## src/rtl/fast_square_pkg.sv

```systemverilog
`default_nettype none
// ============================================================================
//  Module   : fast_square_pkg
//  Purpose  : Shared definitions for the frequency-step decoder: decode state
//             encoding, phase counter width, idle timer width, index width.
//  Ports    : none (package)
//  Revision : 1.0 - initial release
// ============================================================================
package fast_square_pkg;

    localparam int c_PHASE_W = 5;
    localparam int c_TIMER_W = 20;
    localparam int c_INDEX_W = 8;

    localparam logic [2:0] c_ST_IDLE = 3'd0;
    localparam logic [2:0] c_ST_P1   = 3'd1;
    localparam logic [2:0] c_ST_GAP  = 3'd2;
    localparam logic [2:0] c_ST_P2   = 3'd3;
    localparam logic [2:0] c_ST_ERR  = 3'd4;

    typedef enum logic [2:0] {
        ST_IDLE = c_ST_IDLE,
        ST_P1   = c_ST_P1,
        ST_GAP  = c_ST_GAP,
        ST_P2   = c_ST_P2,
        ST_ERR  = c_ST_ERR
    } decode_state_e;

endpackage
`default_nettype wire

```

## src/rtl/fast_square_pulse_filter.sv

```systemverilog
`default_nettype none
// ============================================================================
//  Module   : fast_square_pulse_filter
//  Purpose  : Recognises the double-pulse step symbol on the step line.
//             Owns the optional input synchronizer, the 5-bit phase counter
//             and the decode FSM; emits single-cycle commit/error pulses
//             (combinational, registered by the parent).
//  Macro    : FREQ_STEP_SYNC_EN - when defined, a 2-flop synchronizer sits
//             in front of the decoder.
//  Ports    : clock, reset (sync, active-high)
//             i_step   - raw step line
//             o_commit - valid symbol completed this cycle
//             o_error  - malformed symbol detected this cycle
//  Revision : 1.0 - initial release
// ============================================================================
module fast_square_pulse_filter #(
    parameter int MIN_PULSE = 4,
    parameter int MAX_PULSE = 16,
    parameter int MIN_GAP   = 4,
    parameter int MAX_GAP   = 16
) (
    input  logic clock,
    input  logic reset,
    input  logic i_step,
    output logic o_commit,
    output logic o_error
);
    import fast_square_pkg::*;

    localparam logic [c_PHASE_W-1:0] c_MIN_PULSE = c_PHASE_W'(MIN_PULSE);
    localparam logic [c_PHASE_W-1:0] c_MAX_PULSE = c_PHASE_W'(MAX_PULSE);
    localparam logic [c_PHASE_W-1:0] c_MIN_GAP   = c_PHASE_W'(MIN_GAP);
    localparam logic [c_PHASE_W-1:0] c_MAX_GAP   = c_PHASE_W'(MAX_GAP);
    localparam logic [c_PHASE_W-1:0] c_CNT_MAX   = '1;

    logic                 w_in;
    logic                 r_armed;
    decode_state_e        r_state, w_state_nxt;
    logic [c_PHASE_W-1:0] r_count, w_count_nxt, w_count_inc;

`ifdef FREQ_STEP_SYNC_EN
    // Synchronizer flops are deliberately not reset: after a reset they keep
    // tracking the real line level, so a pulse in progress cannot arm the
    // decoder through a false low.
    logic r_sync_q1, r_sync_q2;
    always_ff @(posedge clock) begin
        r_sync_q1 <= i_step;
        r_sync_q2 <= r_sync_q1;
    end
    assign w_in = r_sync_q2;
`else
    assign w_in = i_step;
`endif

    // Armed once a low has been seen since reset, so the tail of a symbol
    // cut by reset is never mistaken for a new first pulse.
    always_ff @(posedge clock) begin
        if (reset) begin
            r_armed <= 1'b0;
        end else if (!w_in) begin
            r_armed <= 1'b1;
        end
    end

    assign w_count_inc = (r_count == c_CNT_MAX) ? r_count : r_count + 1'b1;

    always_ff @(posedge clock) begin
        if (reset) begin
            r_state <= ST_IDLE;
            r_count <= '0;
        end else begin
            r_state <= w_state_nxt;
            r_count <= w_count_nxt;
        end
    end

    // Counter clears on every state change; only IDLE->P1 starts at 1 so the
    // first high sample is counted.
    always_comb begin
        w_state_nxt = r_state;
        w_count_nxt = w_count_inc;
        o_commit    = 1'b0;
        o_error     = 1'b0;
        case (r_state)
            ST_IDLE: begin
                w_count_nxt = '0;
                if (w_in && r_armed) begin
                    w_state_nxt = ST_P1;
                    w_count_nxt = c_PHASE_W'(1);
                end
            end
            ST_P1, ST_P2: begin
                if (w_in) begin
                    if (w_count_inc >= c_MAX_PULSE) begin
                        w_state_nxt = ST_ERR;
                        w_count_nxt = '0;
                        o_error     = 1'b1;
                    end
                end else begin
                    w_count_nxt = '0;
                    if (r_count < c_MIN_PULSE) begin
                        w_state_nxt = ST_ERR;
                        o_error     = 1'b1;
                    end else if (r_state == ST_P1) begin
                        w_state_nxt = ST_GAP;
                    end else begin
                        w_state_nxt = ST_IDLE;
                        o_commit    = 1'b1;
                    end
                end
            end
            ST_GAP: begin
                if (!w_in) begin
                    if (w_count_inc > c_MAX_GAP) begin
                        w_state_nxt = ST_ERR;
                        w_count_nxt = '0;
                        o_error     = 1'b1;
                    end
                end else begin
                    w_count_nxt = '0;
                    if (r_count >= c_MIN_GAP) begin
                        w_state_nxt = ST_P2;
                    end else begin
                        w_state_nxt = ST_ERR;
                        o_error     = 1'b1;
                    end
                end
            end
            ST_ERR: begin
                // Any high restarts the quiet-line requirement.
                if (w_in) begin
                    w_count_nxt = '0;
                end else if (w_count_inc >= c_MIN_GAP) begin
                    w_state_nxt = ST_IDLE;
                    w_count_nxt = '0;
                end
            end
            default: begin
                w_state_nxt = ST_IDLE;
                w_count_nxt = '0;
            end
        endcase
    end

endmodule
`default_nettype wire

```

## src/rtl/fast_square_step_decoder.sv

```systemverilog
`default_nettype none
// ============================================================================
//  Module   : fast_square_step_decoder
//  Purpose  : Receive-side frequency-step decoder. Tracks the sweep frequency
//             index from double-pulse step symbols, wraps at the end of the
//             sweep, returns to index 0 after an idle timeout and reports
//             decode errors.
//  Macro    : FREQ_STEP_SYNC_EN (see fast_square_pulse_filter)
//  Ports    : clock, reset (sync, active-high)
//             freq_step_in - step line from the sweep controller
//             freq_index   - current frequency index
//             step_strobe  - 1-cycle pulse on every committed step
//             sweep_start  - 1-cycle pulse when index returns to 0 (wrap/timeout)
//             resync_req   - 1-cycle pulse on each decode error
//             err_count    - saturating decode error count
//  Revision : 1.0 - initial release
// ============================================================================
module fast_square_step_decoder #(
    parameter int NUM_FREQ_STEPS = 32,
    parameter int MIN_PULSE      = 4,
    parameter int MAX_PULSE      = 16,
    parameter int MIN_GAP        = 4,
    parameter int MAX_GAP        = 16,
    parameter int IDLE_TIMEOUT   = 65536
) (
    input  logic       clock,
    input  logic       reset,
    input  logic       freq_step_in,
    output logic [7:0] freq_index,
    output logic       step_strobe,
    output logic       sweep_start,
    output logic       resync_req,
    output logic [7:0] err_count
);
    import fast_square_pkg::*;

    localparam logic [c_INDEX_W-1:0] c_LAST_INDEX = c_INDEX_W'(NUM_FREQ_STEPS - 1);
    localparam logic [c_TIMER_W-1:0] c_TIMEOUT    = c_TIMER_W'(IDLE_TIMEOUT);

    logic                 w_commit, w_error;
    logic [c_INDEX_W-1:0] r_freq_index, r_err_count;
    logic [c_TIMER_W-1:0] r_timer, w_timer_inc;
    logic                 r_step_strobe, r_sweep_start, r_resync_req;

    fast_square_pulse_filter #(
        .MIN_PULSE (MIN_PULSE),
        .MAX_PULSE (MAX_PULSE),
        .MIN_GAP   (MIN_GAP),
        .MAX_GAP   (MAX_GAP)
    ) u_filter (
        .clock    (clock),
        .reset    (reset),
        .i_step   (freq_step_in),
        .o_commit (w_commit),
        .o_error  (w_error)
    );

    assign w_timer_inc = r_timer + 1'b1;

    always_ff @(posedge clock) begin
        if (reset) begin
            r_freq_index  <= '0;
            r_err_count   <= '0;
            r_timer       <= '0;
            r_step_strobe <= 1'b0;
            r_sweep_start <= 1'b0;
            r_resync_req  <= 1'b0;
        end else begin
            r_step_strobe <= 1'b0;
            r_sweep_start <= 1'b0;
            r_resync_req  <= w_error;
            if (w_error && (r_err_count != '1)) begin
                r_err_count <= r_err_count + 1'b1;
            end
            // Commit takes priority over a coincident timeout.
            if (w_commit) begin
                r_timer       <= '0;
                r_step_strobe <= 1'b1;
                if (r_freq_index == c_LAST_INDEX) begin
                    r_freq_index  <= '0;
                    r_sweep_start <= 1'b1;
                end else begin
                    r_freq_index <= r_freq_index + 1'b1;
                end
            end else if (r_freq_index == '0) begin
                r_timer <= '0;
            end else if (w_timer_inc == c_TIMEOUT) begin
                r_freq_index  <= '0;
                r_sweep_start <= 1'b1;
                r_timer       <= '0;
            end else begin
                r_timer <= w_timer_inc;
            end
        end
    end

    assign freq_index  = r_freq_index;
    assign err_count   = r_err_count;
    assign step_strobe = r_step_strobe;
    assign sweep_start = r_sweep_start;
    assign resync_req  = r_resync_req;

endmodule
`default_nettype wire

```

## config.mk

```make
export PLATFORM = sky130hd
export DESIGN_NAME = fast_square_step_decoder
export DESIGN_NICKNAME = d
export VERILOG_FILES = /design/src/rtl/fast_square_pkg.sv /design/src/rtl/fast_square_pulse_filter.sv /design/src/rtl/fast_square_step_decoder.sv
export SDC_FILE = /design/constraint.sdc
export NUM_CORES = 1
export LEC_CHECK = 0
export ABC_AREA = 0
export CAP_MARGIN = 20
export CORE_MARGIN = 2
export CORE_UTILIZATION = 25
export DETAILED_ROUTE_END_ITERATION = 8
export GPL_TIMING_DRIVEN = 0
export PLACE_DENSITY_LB_ADDON = 0.08
export SLEW_MARGIN = 10
export SYNTH_ARGS = -nofsm -noshare
export SYNTH_HDL_FRONTEND = slang
export SYNTH_SLANG_ARGS = --single-unit
```

## constraint.sdc

```tcl
create_clock -name clock -period 2.22 [get_ports clock]
set_input_delay 0.222 -clock clock [delete_from_list [all_inputs] [get_ports clock]]
set_output_delay 0.222 -clock clock [all_outputs]
set_load 0.01 [all_outputs]
```

---- Yosys cells after proc, flatten, opt, wreduce, memory -nomap -nowiden ----
Cells that the tools add are included.
Widths: inputs -> output; s select.
cells by class
  magnitude comparators ................... 5
  shift operators ......................... 0
  divide/modulo/power cells ............... 0
  equal/unequal tests ..................... 14
  bitwise gates (word level) .............. 0
  add/sub/neg operators ................... 4
  reductions and logical operators ........ 9
  mux-type cells .......................... 40
  multipliers ............................. 0
operators with widths
  kind                   number
  $mux 5                 7
  $mux 8                 4
  $mux 3                 9
  $add 20x1->20 const B  1
  $eq 20x17->1 const B   1
  $pmux 5 s4             1
  $add 8x1->8 const B    2
  $mux 1                 16
  $pmux 3 s4             1
  $ge 5x3->1 const B     2
  $eq 8x5->1 const B     1
  $logic_not 8->1        1
  $ne 8x8->1 const B     1
  $eq 3x2->1 const B     2
  $ne 2x1->1 const B     3
  $ne 3x2->1 const B     2
  $add 5x1->5 const B    1
  $eq 5x5->1 const B     1
  $ge 5x5->1 const B     1
  $gt 5x5->1 const B     1
  $lt 5x3->1 const B     1
  $reduce_and 5->1       1
  $reduce_or 4->1        1
  $eq 3x1->1 const B     1
  other kinds (9)        10
storage, ports and cells
  latch bits .............................. 0
  register bits ........................... 48
  memories kept ........................... 0
  input port bits ......................... 3
  output and inout port bits .............. 19
  memory bits (read-only) ................. 0
  memory bits (writable) .................. 0
  logic and storage cells ................. 81

---- Depth between registers and ports, before layout ----
  word-level depth ........................ 7
  gate-level depth with buffers ........... 9
  depth with buffers taken out ............ 9

---- Cells and area by module ----
From an unflattened synthesis, not the netlist that was laid out.
second synthesis, totals
  cells, all modules ...................... 328
  area total of the unflattened synthesis .. 2702.6 µm²
modules (own cells, without submodules)
  module                    cells each  instances  area an instance (µm²)  seq. area each (µm²)
  fast_square_step_decoder  240         1          2039.5                  780.7
  fast_square_pulse_filter  88          1          663.1                   180.2

---- Worst setup path after synthesis ----
Ideal clock, no wire load.
  path kind ............................... reg-to-reg
  from .................................... reg r_timer[0]
  to ...................................... reg r_freq_index[1], in the netlist freq_index[1]
  cell stages (with the launch flop) ...... 8
  slack ................................... -0.075 ns
  period minus slack after synthesis ...... 2.295 ns
  buffers on the path ..................... 0
  library setup time ...................... 0.117 ns
  required time ........................... 2.103 ns
  arrival ................................. 2.178 ns
  cells stage by stage .................... dfxtp_1 > ha_1 > nand2_1 > nor4_1 > a31oi_1 > nor4_4 > nand2_2 > a32o_1
between the ends
  longest elaborated chain between the ends .. 4
ends and longest elaborated chain
  item                         line                            RTL
  start, declared              fast_square_step_decoder.sv:42  logic [c_TIMER_W-1:0] r_timer, w_timer_inc;
  start signal, assigned       fast_square_step_decoder.sv:92  r_timer <= w_timer_inc;
  $add 20x1->20                fast_square_step_decoder.sv:58  assign w_timer_inc = r_timer + 1'b1;
  $eq 20x17->1                 fast_square_step_decoder.sv:87  end else if (w_timer_inc == c_TIMEOUT) begin
  $reduce_bool 2->1 (no line)  --
  $reduce_and 2->1 (no line)   --
  end signal, assigned         fast_square_step_decoder.sv:83  r_freq_index <= r_freq_index + 1'b1;
  end, declared                fast_square_step_decoder.sv:41  logic [c_INDEX_W-1:0] r_freq_index, r_err_count;
Every way passes these cells.
A chain may end at the register's enable or synchronous reset.

---- Worst setup path in the final report ----
  from .................................... reg r_timer[0]
  to ...................................... reg r_freq_index[6], in the netlist freq_index[6]
Same word-level chain as after synthesis.

==> run summary <==
Critical Path Start Type: flop
Largest net degree at the start of global routing: 15
Complex-gate fraction of the synthesized area: 15.91%
Ant. Diodes: 0
LEAKAGE: 1.305 nW
Routed WL: 6.969 mm
Number of synthesized flops with an enable pin: 0
Library cells used by synthesis: 63
Die footprint: 11900 µm²
Vias in the first global route: 2361
Reg clk slew, reported paths: 0.10 ns
Dpl cells: 493
Mux share of post-synthesis cell area: 1.859%
CTS tree: yes
Iteration-0 DRC count of the detailed router: 70
Outcome: complete, but fails checks
Nets@finish: 385
Period minus WS final: 2.242 ns
Multi-input logic area: 1932 µm²
Total number of vias: 2496
Port buffer count: 21
Hold_buf cts: 0
Largest family of logic cells by synthesized area: simple AND/OR/NAND/NOR gates
Clock latency on the worst-skew pair: 0.31 ns
Gr ovfl total: 0
Syn Inst Count: 332
Reg-to-reg critical path startpoint: r_timer[0]$_SDFF_PP0_
Die X-Extent: 109.1 µm
R2R depth: 9
Failing checks: setup timing
Max Root-Sink Buffers: 2
Post-synthesis sequential area ratio: 34.81%
Post-synthesis async set-or-reset flop share: 0%
Final Util: 34.48%
CP required: 2.43 ns
RSZ-0062 raised after global routing: true
Fmax: 446.1 MHz
Max Clock Skew: 0.005490 ns
Htree depth: 2
Synthesis-to-finish area growth: 34.81%
Routed vias/inst: 4.828
# clock sinks: 48
Post-synthesis area per instance: 8.314 µm²
Crit-path max FO: 6
Detailed-route DRC error count: 0
Pins Over Slew Limit: 0
Starting Density: 25.57%
Adder-Cell Fraction of Synth Area: 2.720%
Crit share post-route: 101.0%
Crit Path Class: reg -> reg
Critical path origin: r_timer[0]$_SDFF_PP0_
Final hold violations: 0
Setup TNS: -0.04121 ns
Syn. warnings: 0
Initial antenna violation count: 0
Register area: 1016 µm²
Filler cells: 1119
Post-Synth Simple-Gate Area: 33.14%
Critical Path Sink: freq_index[6]$_SDFFE_PP0P_
Wire per inst: 13.48 µm
Root buffer cell: clkbuf_8
Largest area contributor in the synthesized netlist: dfxtp_1
Reg-to-Reg End: freq_index[6]$_SDFFE_PP0P_
Core outline area: 10790 µm²
Synth Net Count: 341
Peak supply drop: 0.2163 mV
Final setup fails: 6
Final hold slack: 0.4787 ns
Max Cap Violations: 0
Post-route insts no fill: 517
Setup crit end kind: flop
Largest cells by area after synthesis: dfxtp_1 35%, nor2_1 5.8%, xnor2_1 5.7%
Std cell rows: 38
Layout cells sized above 1: 27.59%
CP arrival: 2.45 ns
CTS Buf Count: 5
Measured slew at the worst slew-check pin: 0.5702 ns
Gpl congestion: 0.7589
HPWL Detailed: 4.806 mm
Final antenna-violating net count: 0
Worst hold path class: reg -> reg
Final setup margin: -0.02168 ns
Pwr dens: 443.1 nW/µm²
Slew margin rel.: 61.99%
Drt pass-1 iters: 4
Total power: 1.649 mW
Post-Synth XOR/XNOR Area: 8.250%
Synth Flop Type: dfxtp_1
Synth top area share: 34.81%
First-pass GRT wire length: 11.70 mm
Yosys reg bits: 48
GRT Total Usage: 12.48%
I/O Pins: 22
Post-Synthesis Cell Area: 2760 µm²
Die height: 109.1 µm
Worst R2R Setup Slack: -0.02 ns
==> critical path, stage by stage, from the launching register on <==
cell and delay (ns):
dfxtp_4 0.37, buf_6 0.12, and3b_2 0.21, o41ai_4 0.34, o2111a_1 0.25, nand3_2 0.10, nor4_4 0.30, buf_6 0.18
nor2_4 0.04, a211o_1 0.24
==> kinds of logic after synthesis <==
group,after synthesis
fa+ha+maj,6
buf+inv,22
mux,5
xor+xnor,26
compound gates,63
flops,48
simple gates,162
==> area by class of cell <==
class / count / area share [%]
multi-input cells: 262 / 51.92
flip-flops and latches: 48 / 27.30
repair buffers: 40 / 10.12
well taps: 140 / 4.707
clock buffers: 7 / 2.589
plain buffers: 9 / 1.547
inverters: 10 / 1.009
clock inverters: 1 / 0.8070
==> repair_timing <==
| item | CTS | global route |
|---|---|---|
| endpoints found under the setup margin | 32 | 23 |
| pin swaps | 11 | 17 |
| buffers inserted | 11 | 8 |
| resized for setup | 41 | 37 |
==> Yosys cell counts, types with 3 or more instances <==
cell type / count
dfxtp_1: 48
nor2_1: 43
nand2_1: 27
nand3_1: 19
a21oi_1: 18
xnor2_1: 18
nor3_1: 12
inv_1: 10
and3_1: 9
clkbuf_1: 8
xor2_1: 8
or3_1: 7
ha_1: 6
o21ai_0: 6
a31oi_1: 5
nor4_1: 5
a31o_2: 4
mux2i_1: 4
nand2b_1: 4
o31ai_1: 4
or2_2: 4
a211oi_1: 3
a21boi_0: 3
nand4_1: 3
nor4_4: 3
nor4b_1: 3
or4_1: 3
==> power by group <==
group	leakage (nW)	internal, mW	switching [mW]
clock	0.0645	0.398	0.324
combinational	0.840	0.0297	0.0385
sequential	0.401	0.852	0.00704
==> state kept, by name (all words and copies together) (netlist names) <==
name              flops
r_timer              20
err_count             8
freq_index            8
u_filter.r_count      5
u_filter.r_state      3
resync_req            1
step_strobe           1
sweep_start           1
u_filter.r_armed      1
==> worst min path at each step <==
stage	start	to	slack, ns	cells after the start
2_1_floorplan	freq_step_in	resync_req$_SDFF_PP0_	0.42	3
6_report	u_filter.r_armed$_SDFFE_PP0N_	u_filter.r_armed$_SDFFE_PP0N_	0.48	2
3_3_place_gp	u_filter.r_armed$_SDFFE_PP0N_	u_filter.r_armed$_SDFFE_PP0N_	0.46	2
3_5_place_dp	u_filter.r_armed$_SDFFE_PP0N_	u_filter.r_armed$_SDFFE_PP0N_	0.46	2
5_1_grt	u_filter.r_armed$_SDFFE_PP0N_	u_filter.r_armed$_SDFFE_PP0N_	0.53	2
4_1_cts	u_filter.r_armed$_SDFFE_PP0N_	u_filter.r_armed$_SDFFE_PP0N_	0.48	2
==> per-layer routing <==
layer / routed length, µm / up-vias / track usage, % / share of wire, %
met5: 0 / - / 0 / 0
met4: 69 / 0 / 3.022 / 0.99
met3: 143 / 6 / 3.168 / 2.1
met2: 3320 / 21 / 20.72 / 48
met1: 3435 / 1184 / 16.15 / 49
li1: - / 1285 / - / -
==> through the flow <==
step | cell area, µm² | setup slack [ns]
floorplan | 2786 | 0.004702
global placement | 3172 | -0.4142
detailed placement | 3172 | -0.3692
CTS | 3521 | 0.001847
global route | 3721 | -0.1494
finish | 3721 | -0.02168
==> cell usage in the layout (no fill, tap or decap), types with 6 or more instances in the layout <==
master           instances
nor2_1                  41
dfxtp_1                 28
nand2_1                 25
clkdlybuf4s50_1         21
xnor2_1                 18
nand3_1                 18
a21oi_1                 15
buf_4                   15
dfxtp_4                 12
inv_1                    9
nor3_1                   8
xor2_1                   8
and3_1                   8
dfxtp_2                  8
or3_1                    7
clkbuf_8                 7
buf_6                    6
o21ai_0                  6
(Power assumes the default switching activity.)
